===== src/rtl/clb_cfg_pkg.sv =====
// -----------------------------------------------------------------------------
// clb_cfg_pkg
// Shared constants and types for the CLB serial configuration loader.
//   - Frame geometry: sync word, configuration word and checksum widths.
//   - SYNC pattern and the CLB power-up configuration (CFG_RST).
//   - Bit offsets/widths of every field inside the configuration word.
//   - Loader state encoding.
// -----------------------------------------------------------------------------
package clb_cfg_pkg;

    localparam int CFG_W  = 37;
    localparam int SYNC_W = 8;
    localparam int CHK_W  = 8;

    localparam logic [SYNC_W-1:0] SYNC    = 8'hB5;
    localparam logic [CFG_W-1:0]  CFG_RST = 37'h0022D50038;

    // One bit counter serves both the data and checksum phases, so it is
    // sized for the longer of the two.
    localparam int CNT_W = $clog2((CFG_W > CHK_W) ? CFG_W : CHK_W);

    // Configuration word field layout (LSB position and width).
    localparam int LUT_LSB        = 21;
    localparam int LUT_W          = 16;
    localparam int MUX2SEL_LSB    = 19;
    localparam int MUX3SEL_LSB    = 17;
    localparam int MUX4SEL_LSB    = 15;
    localparam int MUX5SEL_LSB    = 13;
    localparam int MUX6SEL_LSB    = 11;
    localparam int MUXSEL_W       = 2;
    localparam int COMBOOPT_LSB   = 9;
    localparam int COMBOOPT_W     = 2;
    localparam int O2M_0_LSB      = 6;
    localparam int O2M_1_LSB      = 3;
    localparam int O2M_W          = 3;
    localparam int DQMUX1_BIT     = 2;
    localparam int DQMUX2_BIT     = 1;
    localparam int FLOPORLATCH_BIT = 0;

    typedef enum logic [1:0] {
        HUNT = 2'd0,
        DATA = 2'd1,
        CHK  = 2'd2
    } state_t;

endpackage


===== src/rtl/clb_cfg_chk.sv =====
// -----------------------------------------------------------------------------
// clb_cfg_chk
// Ones-count accumulator used as the frame checksum.
//   clk    : clock, rising edge
//   rst    : asynchronous active-high reset, clears the sum
//   clr    : synchronous clear (start of a new frame), wins over en
//   en     : add bit_in to the sum this cycle
//   bit_in : data bit being counted
//   sum    : running count of ones, modulo 2^SUM_W
// -----------------------------------------------------------------------------
module clb_cfg_chk
    import clb_cfg_pkg::*;
#(
    parameter int SUM_W = CHK_W
) (
    input  logic             clk,
    input  logic             rst,
    input  logic             clr,
    input  logic             en,
    input  logic             bit_in,
    output logic [SUM_W-1:0] sum
);

    logic [SUM_W-1:0] sum_q;
    logic [SUM_W-1:0] sum_d;

    // Next sum: clear takes priority so a sync detected on the same edge
    // always starts the new frame from zero.
    always_comb begin
        sum_d = sum_q;
        if (clr) begin
            sum_d = '0;
        end else if (en) begin
            sum_d = sum_q + SUM_W'(bit_in);
        end
    end

    always_ff @(posedge clk or posedge rst) begin
        if (rst) begin
            sum_q <= '0;
        end else begin
            sum_q <= sum_d;
        end
    end

    assign sum = sum_q;

endmodule


===== src/rtl/clb_cfg_loader.sv =====
// -----------------------------------------------------------------------------
// clb_cfg_loader
// Serial configuration loader for the CLB. Hunts the DIN stream for the SYNC
// word, deserialises one CFG_W-bit configuration frame MSB first, then
// receives a CHK_W-bit ones-count checksum. A frame whose checksum matches is
// committed atomically to CFG; a mismatch leaves CFG alone and sets ERR.
//   K         : clock, rising edge
//   RST       : asynchronous active-high reset (CFG returns to CFG_RST)
//   DIN       : serial configuration data, MSB first
//   DVAL      : DIN qualifier, a bit is consumed only when high
//   CFG       : committed configuration word driving the CLB
//   CFG_VALID : a frame has been committed since reset
//   DONE      : one-cycle pulse after a commit
//   ERR       : sticky checksum failure, cleared by a commit or reset
//   BUSY      : loader is inside a frame (DATA or CHK)
// -----------------------------------------------------------------------------
module clb_cfg_loader
    import clb_cfg_pkg::*;
(
    input  logic             K,
    input  logic             RST,
    input  logic             DIN,
    input  logic             DVAL,
    output logic [CFG_W-1:0] CFG,
    output logic             CFG_VALID,
    output logic             DONE,
    output logic             ERR,
    output logic             BUSY
);

    state_t            state_q, state_d;
    logic [SYNC_W-1:0] sh_q, sh_d;
    logic [CNT_W-1:0]  cnt_q, cnt_d;
    logic [CFG_W-1:0]  frame_q, frame_d;
    logic [CHK_W-1:0]  rx_chk_q, rx_chk_d;
    logic [CFG_W-1:0]  cfg_q, cfg_d;
    logic              cfg_valid_q, cfg_valid_d;
    logic              done_q, done_d;
    logic              err_q, err_d;

    logic              acc_clr;
    logic              acc_en;
    logic [CHK_W-1:0]  acc_sum;
    logic [SYNC_W-1:0] sh_next;
    logic [CHK_W-1:0]  rx_chk_next;

    clb_cfg_chk #(
        .SUM_W (CHK_W)
    ) u_chk (
        .clk    (K),
        .rst    (RST),
        .clr    (acc_clr),
        .en     (acc_en),
        .bit_in (DIN),
        .sum    (acc_sum)
    );

    // Next-state and datapath control. Nothing moves unless DVAL is high,
    // so arbitrarily long gaps are transparent in every state.
    always_comb begin
        state_d     = state_q;
        sh_d        = sh_q;
        cnt_d       = cnt_q;
        frame_d     = frame_q;
        rx_chk_d    = rx_chk_q;
        cfg_d       = cfg_q;
        cfg_valid_d = cfg_valid_q;
        done_d      = 1'b0;
        err_d       = err_q;
        acc_clr     = 1'b0;
        acc_en      = 1'b0;
        sh_next     = {sh_q[SYNC_W-2:0], DIN};
        rx_chk_next = {rx_chk_q[CHK_W-2:0], DIN};

        if (DVAL) begin
            case (state_q)
                HUNT: begin
                    if (sh_next == SYNC) begin
                        state_d = DATA;
                        cnt_d   = '0;
                        acc_clr = 1'b1;
                        sh_d    = '0;
                    end else begin
                        sh_d = sh_next;
                    end
                end

                DATA: begin
                    frame_d = {frame_q[CFG_W-2:0], DIN};
                    acc_en  = 1'b1;
                    if (cnt_q == CNT_W'(CFG_W - 1)) begin
                        state_d = CHK;
                        cnt_d   = '0;
                    end else begin
                        cnt_d = cnt_q + CNT_W'(1);
                    end
                end

                CHK: begin
                    rx_chk_d = rx_chk_next;
                    if (cnt_q == CNT_W'(CHK_W - 1)) begin
                        // The final checksum bit is taken straight from DIN
                        // so the decision lands on the same edge.
                        if (rx_chk_next == acc_sum) begin
                            cfg_d       = frame_q;
                            cfg_valid_d = 1'b1;
                            err_d       = 1'b0;
                            done_d      = 1'b1;
                        end else begin
                            err_d = 1'b1;
                        end
                        state_d = HUNT;
                        cnt_d   = '0;
                        sh_d    = '0;
                    end else begin
                        cnt_d = cnt_q + CNT_W'(1);
                    end
                end

                default: begin
                    state_d = HUNT;
                    cnt_d   = '0;
                    sh_d    = '0;
                end
            endcase
        end
    end

    // State registers; reset restores the power-up configuration at once.
    always_ff @(posedge K or posedge RST) begin
        if (RST) begin
            state_q     <= HUNT;
            sh_q        <= '0;
            cnt_q       <= '0;
            frame_q     <= '0;
            rx_chk_q    <= '0;
            cfg_q       <= CFG_RST;
            cfg_valid_q <= 1'b0;
            done_q      <= 1'b0;
            err_q       <= 1'b0;
        end else begin
            state_q     <= state_d;
            sh_q        <= sh_d;
            cnt_q       <= cnt_d;
            frame_q     <= frame_d;
            rx_chk_q    <= rx_chk_d;
            cfg_q       <= cfg_d;
            cfg_valid_q <= cfg_valid_d;
            done_q      <= done_d;
            err_q       <= err_d;
        end
    end

    assign CFG       = cfg_q;
    assign CFG_VALID = cfg_valid_q;
    assign DONE      = done_q;
    assign ERR       = err_q;
    assign BUSY      = (state_q == DATA) || (state_q == CHK);

endmodule


===== config.mk =====
export PLATFORM = sky130hd
export DESIGN_NAME = clb_cfg_loader
export DESIGN_NICKNAME = d
export VERILOG_FILES = /design/src/rtl/clb_cfg_pkg.sv /design/src/rtl/clb_cfg_chk.sv /design/src/rtl/clb_cfg_loader.sv
export SDC_FILE = /design/constraint.sdc
export NUM_CORES = 1
export LEC_CHECK = 0
export BUFFER_PORTS_ARGS = -buffer_cell sky130_fd_sc_hd__buf_2
export CAP_MARGIN = 5
export CORE_MARGIN = 8
export CORE_UTILIZATION = 40
export CTS_CLUSTER_DIAMETER = 30
export DETAILED_ROUTE_END_ITERATION = 10
export PLACE_DENSITY = 0.64
export SYNTH_ARGS = -nofsm -noshare
export SYNTH_HDL_FRONTEND = slang
export SYNTH_SLANG_ARGS = --single-unit

===== constraint.sdc =====
create_clock -name K -period 7.84 [get_ports K]
set_input_delay 0.392 -clock K [delete_from_list [all_inputs] [get_ports K]]
set_output_delay 0.392 -clock K [all_outputs]
set_load 0.05 [all_outputs]

==> impl_results.rst, run 1 <==
.. list-table::
   :header-rows: 1

   * - Metric
     - Value
   * - Outcome
     - finished, final reports clean
   * - Starting Density
     - 0.404
   * - HPWL reported at the end of detailed placement
     - 5550 um
   * - Peak ir drop on the vdd network
     - 0.000151 V
   * - Area of the core
     - 11300 sq um
   * - Share of final-layout standard cells stronger than drive strength 1
     - 0.280
   * - Post-route setup TNS
     - 0 ns
   * - Final Skew
     - 0.00949 ns
   * - Floorplan die area
     - about 15000 sq um
   * - Total routing usage reported by global routing
     - 0.116
   * - Count of endpoints failing setup in the final report
     - 0
   * - Critical Path RT
     - 8.06 ns
   * - Netlist Area Pre-Place
     - around 4600 sq um
   * - Final worst path period share
     - 0.308
   * - Post-Place Setup Slack
     - ~5.4 ns
   * - Top post-synthesis cells by area
     - sky130_fd_sc_hd__dfrtp_1, sky130_fd_sc_hd__nand2_1, sky130_fd_sc_hd__mux2_2
   * - Crit path time final
     - 2.42 ns
   * - Clock buffers created by TritonCTS
     - 9
   * - Antenna violations before repair
     - 0
   * - Width of the chip
     - about 120 um
   * - Number of warnings printed during yosys synthesis
     - 0
   * - Post-synth top area share
     - 0.532
   * - Synthesized Nets
     - 409
   * - Antenna Cells
     - 0
   * - Resize count post-CTS
     - 0
   * - Post-CTS Setup Bufs
     - 0
   * - Total Wirelength
     - 8280 um
   * - Maximum root-to-sink buffer count
     - 2
   * - Maximum capacitance violations
     - 0
   * - Crit-path max FO
     - 38
   * - Setup repair after global routing missed its margin
     - no
   * - Setup crit end kind
     - register
   * - Length of routed met3 wiring
     - approximately 460 um
   * - Number of hold-repair buffers added at the cts stage
     - 0
   * - H-Tree Depth
     - 3
   * - Clock transition time at the flip-flop clock pins of the worst setup and hold paths
     - about 0.08 ns
   * - Routed length on met2
     - roughly 3800 um
   * - Number of clock sinks
     - 107
   * - Syn avg cell area
     - 11.5 sq um
   * - Commonest cells after routing, fill and taps aside
     - sky130_fd_sc_hd__nand2_1, sky130_fd_sc_hd__dfrtp_1, sky130_fd_sc_hd__buf_2
   * - Met1 Routed Length
     - ~3900 um
   * - Number of placed cells counting well taps
     - approximately 570
   * - IO Count
     - 45
   * - DIE HEIGHT
     - 123 um
   * - Sequential cell area fraction in the yosys report
     - 0.590
   * - Highest clock rate
     - 414 MHz
   * - Hold violation count in the final report
     - 0
   * - Leading register cell type out of synthesis
     - sky130_fd_sc_hd__dfrtp_1
   * - Via total after detailed routing
     - 2837
   * - Final instance area
     - around 5200 sq um
   * - Standby leakage power
     - 2.76 nW
   * - Async set or reset register ratio after synthesis
     - 1.00
   * - Clock tree from TritonCTS
     - yes
   * - Cell area after placement
     - 4910 sq um
   * - Number of slew-limit violations in the final report
     - 0
   * - Power density over the cells
     - approximately 240 nW/um^2
   * - Number of nets at the end of the flow
     - 453
   * - Wire length per cell after detailed routing
     - roughly 14 um
   * - Remaining routing DRC violations
     - 0
   * - Least setup slack across all paths after layout
     - 5.42 ns
   * - Start-to-end type of the worst setup path
     - register to register
   * - Uppermost layer routed
     - met4
   * - Library cells used by synthesis
     - 39
   * - EDFF count, synth
     - 0
   * - Routability congestion estimate
     - 0.800
   * - Data arrival time of the critical path
     - 2.64 ns
   * - Final global-route overflow total
     - 0
   * - Quantity of I/O buffers inserted on ports
     - 44
   * - Pre-antenna DRT Iters
     - 5
   * - Area added between synthesis and finish
     - 14.0%
   * - Mapped Cells
     - 398
   * - Pin count of the biggest net entering global routing
     - 69
   * - Number of storage elements in the synthesis netlist
     - 107
   * - Most common library cell in the layout ignoring fill and taps
     - sky130_fd_sc_hd__nand2_1
   * - Cell at the root of the clock tree
     - sky130_fd_sc_hd__clkbuf_16
   * - Iteration-0 DRC count of the detailed router
     - around 150
   * - Most area-hungry cell type in the Yosys netlist
     - sky130_fd_sc_hd__dfrtp_1
   * - Clock latency on the worst-skew pair
     - between 0.3 and 0.4 ns
   * - Number of core rows
     - 39
   * - Nature of the critical path startpoint
     - register
   * - Post-detailed-route via-to-cell ratio
     - 4.81
   * - Number of cells in the finished layout apart from fillers
     - 590
   * - Remaining max-slew budget at the tightest pin
     - 0.328
   * - Vias in the first global route
     - 2818
   * - First-pass GRT wire length
     - 14000 um
   * - Worst slew pin tran
     - 1.00 ns
   * - Filler instances
     - ~1000
   * - Setup slack of the worst register-to-register path
     - 5.42 ns
   * - Remaining antenna violation count after routing
     - 0
   * - Class of the tightest hold or removal check
     - input port to async pin
==> where the power goes <==
group / internal [mW] / switching [mW] / total, mW
sequential: 0.601 / 0.0448 / 0.645
combinational: 0.0790 / 0.0953 / 0.174
clock: 0.222 / 0.209 / 0.431
==> flip-flops by register name (all words and copies together) (netlist names) <==
signal	cells
frame_q	37
CFG_VALID	1
state_q	2
DONE	1
ERR	1
CFG	37
cnt_q	6
sh_q	7
u_chk.sum	8
rx_chk_q	7
==> cells in the mapped netlist, drive strengths merged, types with 2 or more instances <==
| library cell | instances |
|---|---|
| a21oi | 4 |
| clkbuf | 10 |
| o2111ai | 4 |
| nand3 | 5 |
| nand4 | 6 |
| a31oi | 2 |
| dfrtp | 97 |
| ha | 7 |
| dfstp | 10 |
| a31o | 2 |
| nor3 | 3 |
| o21ai | 5 |
| nor2 | 10 |
| xnor2 | 10 |
| and3 | 2 |
| and2 | 3 |
| mux2i | 6 |
| nand2b | 3 |
| o221ai | 3 |
| inv | 18 |
| mux2 | 47 |
| xor2 | 2 |
| buf | 4 |
| nand2 | 125 |
==> critical path: stages, from the launching register on <==
cell,delay (ns)
sky130_fd_sc_hd__dfrtp_1,0.40
sky130_fd_sc_hd__inv_1,0.10
sky130_fd_sc_hd__ha_1,0.24
sky130_fd_sc_hd__and2_1,0.16
sky130_fd_sc_hd__nand4_2,0.13
sky130_fd_sc_hd__or4_4,0.87
sky130_fd_sc_hd__mux2_4,0.39
==> layer usage <==
metal / global-route usage / up-vias
li1: - / 1409
met1: 0.154 / 1364
met2: 0.183 / 57
met3: 0.0359 / 7
met4: 0.0274 / 0
met5: 0 / -
==> per-stage QoR <==
| stage | power, mW | hold slack (ns) | utilization |
|---|---|---|---|
| 4_1_cts | 1.27 | 0.0930 | 0.461 |
| 2_1_floorplan | 0.789 | 0.442 | - |
| 3_5_place_dp | 0.831 | 0.452 | 0.435 |
| 6_report | 1.25 | 0.0749 | 0.461 |
| 5_1_grt | 1.32 | 0.111 | 0.461 |
| 3_3_place_gp | 0.823 | 0.451 | 0.435 |
==> logic make-up (layout without fill, tap and decap cells) <==
group	after synthesis	count (layout)	synth area share
xor gates and xnor gates	12	12	0.0231
AOI/OAI and AO/OA	24	24	0.0370
muxes	53	53	0.145
buffers and inverters	32	81	0.0316
and+or+nand+nor	163	163	0.154
adders and majority gates	7	7	0.0192
DFF	107	107	0.590
==> cell type report <==
class	instances	area [sq um]	area share
timing repair buffer	47	243	0.0467
clock buffer	10	229	0.0441
sequential	107	2690	0.518
inverter	18	70.1	0.0135
tap	143	179	0.0344
multi-input combinational	259	1730	0.332
clock inverter	6	60.1	0.0116
==> final timing paths <==
kind / cells past startpoint / start / endpoint
max: 6 / state_q[0] / CFG[0]
min: 2 / RST / CFG[7]
max reg2reg: 6 / state_q[0] / CFG[0]
min reg2reg: 1 / CFG_VALID / CFG_VALID
max in group asynchronous: 3 / RST / u_chk.sum[0]
min in group K: 3 / DIN / frame_q[0]
Power figures use the tool's default switching activity.
==> run 2, diff against run 1 <==
--- a/config.mk
+++ b/config.mk
@@ -11,7 +11,7 @@
 export CORE_UTILIZATION = 40
 export CTS_CLUSTER_DIAMETER = 30
 export DETAILED_ROUTE_END_ITERATION = 10
-export PLACE_DENSITY = 0.64
+export PLACE_DENSITY = 0.66
 export SYNTH_ARGS = -nofsm -noshare
 export SYNTH_HDL_FRONTEND = slang
 export SYNTH_SLANG_ARGS = --single-unit
==> constraint.sdc (replaced) <==
create_clock -name K -period 2 [get_ports K]
set_input_delay 0.1 -clock K [delete_from_list [all_inputs] [get_ports K]]
set_output_delay 0.1 -clock K [all_outputs]
set_load 0.05 [all_outputs]
==> run 2 against run 1 <==
Net effect: setup slack lost 5.4 ns; via count is 4.7% higher; critical endpoint is now CFG[14]; fmax is 24% higher; clock skew shrank 0.0014 ns; final area up 4.7%; count of clock-buffer cells in the layout unchanged; global-route usage rose by 0.40 points; routed wire length up 4.5%; largest cell class unchanged; total power rose to 4.1 times the previous value.
==> impl_results.rst, run 2 (synthesis results as in run 1) <==
.. list-table::
   :header-rows: 1

   * - Metric
     - Value
   * - Crit-path max FO
     - 25 (-34%)
   * - Post-detailed-route via-to-cell ratio
     - 4.91 (+2.1%)
   * - Antenna violations before repair
     - 0 (unchanged)
   * - Count of endpoints failing setup in the final report
     - 0 (unchanged)
   * - Crit path time final
     - 1.95 ns (-0.468 ns)
   * - Nature of the critical path startpoint
     - register
   * - Number of core rows
     - 39 (unchanged)
   * - Number of nets at the end of the flow
     - 468 (+3.3%)
   * - Number of placed cells counting well taps
     - 588 (+2.4%)
   * - Most common library cell in the layout ignoring fill and taps
     - sky130_fd_sc_hd__nand2_1
   * - Peak ir drop on the vdd network
     - 0.000527 V (+250%)
   * - Remaining routing DRC violations
     - 0 (unchanged)
   * - Launch point of the worst reg-to-reg path
     - u_chk.sum[3]
   * - Highest clock rate
     - 513 MHz (+24%)
   * - H-Tree Depth
     - 3 (unchanged)
   * - Standby leakage power
     - 2.86 nW (+3.8%)
   * - Post-CTS Setup Bufs
     - 0 (unchanged)
   * - Number of slew-limit violations in the final report
     - 0 (unchanged)
   * - Hold violation count in the final report
     - 0 (unchanged)
   * - Setup crit end kind
     - register
   * - Data arrival time of the critical path
     - 2.17 ns (-0.47 ns)
   * - Cell family with most CP delay
     - simple AND/OR/NAND/NOR gates
   * - Endpoint with the worst hold slack
     - frame_q[0]
   * - Floorplan die area
     - 15100 sq um (unchanged)
   * - Routability congestion estimate
     - 0.804 (+0.51%)
   * - Commonest cells after routing, fill and taps aside
     - sky130_fd_sc_hd__nand2_1, sky130_fd_sc_hd__dfrtp_1, sky130_fd_sc_hd__buf_2
   * - Number of cells in the finished layout apart from fillers
     - 605 (+2.5%)
   * - Starting Density
     - 0.404 (unchanged)
   * - Area of the core
     - 11300 sq um (unchanged)
   * - Power density over the cells
     - 936 nW/um^2 (+290%)
   * - Worst slew pin tran
     - 0.580 ns (-0.421 ns)
   * - Critical Path RT
     - 2.23 ns (-5.83 ns)
   * - Final Skew
     - 0.00813 ns (-0.00137 ns)
   * - Clock tree from TritonCTS
     - yes
   * - Via total after detailed routing
     - 2969 (+4.7%)
   * - Iteration-0 DRC count of the detailed router
     - 334 (+120%)
   * - Total Wirelength
     - 8650 um (+4.5%)
   * - Cell at the root of the clock tree
     - sky130_fd_sc_hd__clkbuf_16
   * - Reg2Reg Capture Point
     - CFG[14]
   * - Number of clock sinks
     - 107 (unchanged)
   * - Remaining max-slew budget at the tightest pin
     - 0.613 (+0.285)
   * - Clock transition time at the flip-flop clock pins of the worst setup and hold paths
     - 0.07 ns (about the same)
   * - Start-to-end type of the worst setup path
     - register to register
   * - Remaining antenna violation count after routing
     - 0 (unchanged)
   * - Worst path buffer plus inverter count
     - 1 (unchanged)
   * - Maximum root-to-sink buffer count
     - 2 (unchanged)
   * - Antenna Cells
     - 0 (unchanged)
   * - Clock latency on the worst-skew pair
     - 0.34 ns (about the same)
   * - Final worst path period share
     - 0.974 (+0.666)
   * - Share of final-layout standard cells stronger than drive strength 1
     - 0.320 (+0.0407)
   * - Pin count of the biggest net entering global routing
     - 50 (-28%)
   * - Wire length per cell after detailed routing
     - 14.3 um (+1.9%)
   * - Highest cell delay on the worst timing path
     - 0.56 ns (-0.31 ns)
   * - IO Count
     - 45 (unchanged)
   * - Launch point of the worst hold path
     - DIN
   * - Maximum capacitance violations
     - 0 (unchanged)
   * - Total routing usage reported by global routing
     - 0.120 (+0.00395)
   * - Path length in cells of the critical path
     - 5 (-1)
   * - Setup slack of the worst register-to-register path
     - 0.05 ns (-5.37 ns)
   * - Class of the tightest hold or removal check
     - input port to register
   * - DIE HEIGHT
     - 123 um (unchanged)
   * - Hold Path Cell Cnt
     - 3
   * - Pre-antenna DRT Iters
     - 4 (-1)
   * - Post-Place Setup Slack
     - 0.0181 ns (-5.41 ns)
   * - Critical path, cell by cell
     - xnor2_1, nand4_1, or4_4, buf_12, mux2_4
   * - Least setup slack across all paths after layout
     - 0.0514 ns (-5.37 ns)
   * - Quantity of I/O buffers inserted on ports
     - 44 (unchanged)
   * - First-pass GRT wire length
     - 14600 um (+4.0%)
   * - R2r worst-path depth
     - 5 (-1)
   * - Outcome
     - finished, final reports clean
   * - Area added between synthesis and finish
     - 19.3%
   * - Width of the chip
     - 123 um (unchanged)
   * - Setup repair after global routing missed its margin
     - yes
   * - Final global-route overflow total
     - 0 (unchanged)
   * - Clock buffers created by TritonCTS
     - 9 (unchanged)
   * - HPWL reported at the end of detailed placement
     - 5970 um (+7.6%)
   * - Vias in the first global route
     - 2972 (+5.5%)
   * - Critical path's slowest cell
     - sky130_fd_sc_hd__or4_4
run 2: cell types whose count changed in the layout (fill, tap and decap cells not counted), sizes merged:
cell | before | now
clkinvlp | 0 | 2
inv | 20 | 21
dlygate4sd3 | 0 | 1
buf | 47 | 61
clkinv | 4 | 1
run 2: power by group:
group          internal (mW)  switching, mW  total (mW)
registers               2.35          0.172        2.53
clock network          0.909          0.841        1.75
logic                  0.389          0.424       0.813
run 2: final cells by class:
class | count | area, sq um
multi-input combinational | 259 | 1780
tap | 143 | 179
sequential | 107 | 2690
fill | 1002 | 5830
clock buffer | 10 | 239
timing repair buffer | 62 | 420
clock inverter | 6 | 56.3
inverter | 18 | 71.3
run 2: metrics by stage:
stage	setup TNS [ns]	util	power, mW	hold WS, ns	area (sq um)
6_report	0	0.483	5.09	0.170	5440
5_1_grt	-0.206	0.483	5.34	0.196	5440
4_1_cts	0	0.479	5.11	0.144	5400
3_5_place_dp	0	0.452	3.35	0.196	5090
3_3_place_gp	0	0.452	3.31	0.190	5090
2_1_floorplan	-0.372	-	3.11	0.281	4580
run 2: how the worst max path moves through the flow:
| stage | from | endpoint |
|---|---|---|
| after CTS | u_chk.sum[0] | CFG[21] |
| after global routing | u_chk.sum[5] | CFG[21] |
| final | u_chk.sum[3] | CFG[14] |
| after global placement | u_chk.sum[0] | CFG[6] |
| after floorplan | state_q[0] | CFG[10] |
| after detailed placement | u_chk.sum[0] | CFG[21] |
run 2: layer usage:
layer	global-route usage	wire length [um]
met5	0	0
met4	0.0449	87
met3	0.0331	460
met2	0.190	4030
met1	0.155	4070
run 2: repair_timing:
item                       CTS  global route
hold buffers                 1             0
hold endpoints to repair    22             0
setup endpoints to repair    0            36
resized for setup            0             7
run 2: tightest hold or removal path: cells and delay by family:
| family | cells | cell delay (ns) |
|---|---|---|
| AO/OA/AOI/OAI | 1 | 0.10 |
| buffers and inverters | 2 | 0.26 |
==> run 3, diff against run 2 <==
--- a/config.mk
+++ b/config.mk
@@ -11,7 +11,7 @@
 export CORE_UTILIZATION = 40
 export CTS_CLUSTER_DIAMETER = 30
 export DETAILED_ROUTE_END_ITERATION = 10
-export PLACE_DENSITY = 0.66
+export PLACE_DENSITY = 0.64
 export SYNTH_ARGS = -nofsm -noshare
 export SYNTH_HDL_FRONTEND = slang
 export SYNTH_SLANG_ARGS = --single-unit
==> constraint.sdc (replaced) <==
create_clock -name K -period 2.31 [get_ports K]
set_input_delay 0.1155 -clock K [delete_from_list [all_inputs] [get_ports K]]
set_output_delay 0.1155 -clock K [all_outputs]
set_load 0.05 [all_outputs]
==> run 3 against run 2 <==
Net effect: critical path depth increased by 2; sequential share of layout area grew 1.3 points; sequential power down 13%; clock power fell by 14%; combinational power decreased by 26%; largest cell class unchanged; largest power group unchanged.
==> impl_results.rst, run 3 (synthesis results as in run 1) <==
.. list-table::
   :header-rows: 1

   * - Metric
     - Value
   * - Clock transition time at the flip-flop clock pins of the worst setup and hold paths
     - 0.07 ns (about the same)
   * - Quantity of I/O buffers inserted on ports
     - 44 (unchanged)
   * - Iteration-0 DRC count of the detailed router
     - 146 (-56%)
   * - Final instance area
     - 5300 sq um (-2.6%)
   * - Pin count of the biggest net entering global routing
     - 72 (+44%)
   * - Critical path's slowest cell
     - sky130_fd_sc_hd__or4_4
   * - Maximum capacitance violations
     - 0 (unchanged)
   * - Count of endpoints failing setup in the final report
     - 0 (unchanged)
   * - Width of the chip
     - 123 um (unchanged)
   * - Total routing usage reported by global routing
     - 0.122 (+0.00187)
   * - Clock buffers created by TritonCTS
     - 9 (unchanged)
   * - Post-detailed-route via-to-cell ratio
     - 4.89 (-0.43%)
   * - Highest clock rate
     - 449 MHz (-12%)
   * - Class of the tightest hold or removal check
     - input port to register
   * - Remaining max-slew budget at the tightest pin
     - 0.582 (-0.0311)
   * - Post-route setup TNS
     - 0 ns (unchanged)
   * - Power density over the cells
     - 810 nW/um^2 (-13%)
   * - Critical path, cell by cell
     - inv_1, ha_1, and2_1, nand4_2, or4_4, buf_12, mux2_4
   * - Setup crit end kind
     - register
   * - Final global-route overflow total
     - 0 (unchanged)
   * - Peak ir drop on the vdd network
     - 0.000540 V (+2.5%)
   * - Area of the core
     - 11300 sq um (unchanged)
   * - Outcome
     - finished, final reports clean
   * - Remaining antenna violation count after routing
     - 0 (unchanged)
   * - Cell area after placement
     - 4990 sq um (-1.9%)
   * - Register share of total power
     - 0.510 (+0.014)
   * - Setup slack of the worst register-to-register path
     - 0.08 ns (+0.03 ns)
   * - Crit-path max FO
     - 24 (-4.0%)
   * - Number of core rows
     - 39 (unchanged)
   * - Hold Path Cell Cnt
     - 3 (unchanged)
   * - HPWL reported at the end of detailed placement
     - 5930 um (-0.63%)
   * - Worst slew pin tran
     - 0.623 ns (+0.0438 ns)
   * - Launch point of the worst hold path
     - DIN
   * - Maximum root-to-sink buffer count
     - 2 (unchanged)
   * - Most common library cell in the layout ignoring fill and taps
     - sky130_fd_sc_hd__nand2_1
   * - IO Count
     - 45 (unchanged)
   * - Critical Path RT
     - 2.53 ns (+0.30 ns)
   * - Starting Density
     - 0.404 (unchanged)
   * - Number of clock sinks
     - 107 (unchanged)
   * - Highest cell delay on the worst timing path
     - 0.60 ns (+0.04 ns)
   * - Crit path time final
     - 2.23 ns (+0.277 ns)
   * - Power consumption
     - 4.29 mW (-16%)
   * - Hold violation count in the final report
     - 0 (unchanged)
   * - Vias in the first global route
     - 3076 (+3.5%)
   * - Clock tree from TritonCTS
     - yes
   * - Number of slew-limit violations in the final report
     - 0 (unchanged)
   * - Standby leakage power
     - 2.81 nW (-1.7%)
   * - Antenna Cells
     - 0 (unchanged)
   * - Cell at the root of the clock tree
     - sky130_fd_sc_hd__clkbuf_16
   * - Start-to-end type of the worst setup path
     - register to register
   * - Number of nets at the end of the flow
     - 462 (-1.3%)
   * - Antenna violations before repair
     - 0 (unchanged)
   * - Remaining routing DRC violations
     - 0 (unchanged)
   * - Share of total power in the clock network
     - 0.350 (+0.006)
   * - Launch point of the worst reg-to-reg path
     - state_q[0]
   * - Power dissipated by switching net loads
     - 1.13 mW (-22%)
   * - Endpoint with the worst hold slack
     - frame_q[0]
   * - Wire length per cell after detailed routing
     - 14.1 um (-1.6%)
   * - H-Tree Depth
     - 3 (unchanged)
   * - Pre-antenna DRT Iters
     - 4 (unchanged)
   * - Routability congestion estimate
     - 0.823 (+2.4%)
   * - Final Skew
     - 0.00987 ns (+0.00174 ns)
   * - Via total after detailed routing
     - 2927 (-1.4%)
   * - First-pass GRT wire length
     - 14800 um (+1.2%)
   * - Switching part of the total power
     - 0.262 (-0.0203)
   * - Commonest cells after routing, fill and taps aside
     - sky130_fd_sc_hd__nand2_1, sky130_fd_sc_hd__dfrtp_1, sky130_fd_sc_hd__buf_2
   * - Area added between synthesis and finish
     - 16.3%
   * - Combinational fraction of design power
     - 0.140 (-0.020)
   * - Worst Hold Margin
     - 0.129 ns (-0.0411 ns)
   * - Data arrival time of the critical path
     - 2.45 ns (+0.28 ns)
   * - Total Wirelength
     - 8420 um (-2.6%)
   * - Post-CTS Setup Bufs
     - 0 (unchanged)
   * - R2r worst-path depth
     - 7 (+2)
   * - Share of final-layout standard cells stronger than drive strength 1
     - 0.289 (-0.0309)
   * - Nature of the critical path startpoint
     - register
   * - Int Power
     - 3.17 mW (-13%)
   * - Cell family with most CP delay
     - simple AND/OR/NAND/NOR gates
   * - Worst path buffer plus inverter count
     - 2 (+1)
   * - Reg2Reg Capture Point
     - CFG[11]
   * - Setup repair after global routing missed its margin
     - no
   * - Clock latency on the worst-skew pair
     - 0.34 ns (about the same)
   * - DIE HEIGHT
     - 123 um (unchanged)
   * - Floorplan die area
     - 15100 sq um (unchanged)
   * - Final worst path period share
     - 0.963 (-0.0110)
## run 3: cell count changes in the layout (fill, tap and decap cells not counted), sizes merged
cell / before / now
clkinv: 1 / 2
bufinv: 0 / 1
inv: 21 / 19
clkinvlp: 2 / 1
buf: 61 / 55
clkbuf: 10 / 11
## run 3: final cells by class
type	instances	area, sq um
clock buffers	11	233
repair buffers	56	342
fillers	1033	5970
multi-input cells	259	1730
clock inverters	5	61.3
inverters	18	71.3
well taps	143	179
flip-flops and latches	107	2690
## run 3: worst max-delay path by stage
stage               startpoint  endpoint  slack (ns)  cells past startpoint
floorplan           state_q[0]   CFG[10]        0.15                      8
global placement    state_q[0]   CFG[17]        0.19                      7
detailed placement  state_q[0]   CFG[17]        0.11                      7
CTS                 state_q[0]   CFG[17]        0.08                      7
global route        state_q[0]   CFG[15]       0.006                      7
finish              state_q[0]   CFG[11]        0.08                      7
## run 3: what timing repair did
| action | CTS | global route |
|---|---|---|
| setup endpoints to repair | 0 | 2 |
| endpoints found under the hold margin | 20 | 0 |
| gates resized for setup | 0 | 1 |
| hold buffers | 1 | 0 |
## run 3: through the flow
step	setup slack [ns]	util	cells
after CTS	0.0845	0.470	599
after global routing	0.00563	0.470	599
after floorplan	0.146	-	398
final	0.0847	0.470	599
after global placement	0.190	0.443	582
after detailed placement	0.114	0.443	582
## run 3: power groups by stage
stage,sequential [mW],clock (mW),combinational [mW]
2_1_floorplan,2.19,0,0.493
3_3_place_gp,2.22,0,0.587
3_5_place_dp,2.23,0,0.609
4_1_cts,2.19,1.56,0.614
5_1_grt,2.22,1.64,0.681
6_report,2.19,1.50,0.602
## run 3: worst reg2reg max path, stage by stage, from the launching register on
cell	delay, ns
sky130_fd_sc_hd__dfrtp_1	0.40
sky130_fd_sc_hd__inv_1	0.10
sky130_fd_sc_hd__ha_1	0.18
sky130_fd_sc_hd__and2_1	0.16
sky130_fd_sc_hd__nand4_2	0.15
sky130_fd_sc_hd__or4_4	0.60
sky130_fd_sc_hd__buf_12	0.20
sky130_fd_sc_hd__mux2_4	0.32
## run 3: layer usage
layer  track usage  routed length, um  part of all wire
met1         0.156               3910              0.46
met2         0.196               3970              0.47
met3        0.0386                450             0.053
met4        0.0343                 91             0.011
met5             0                  0                 0
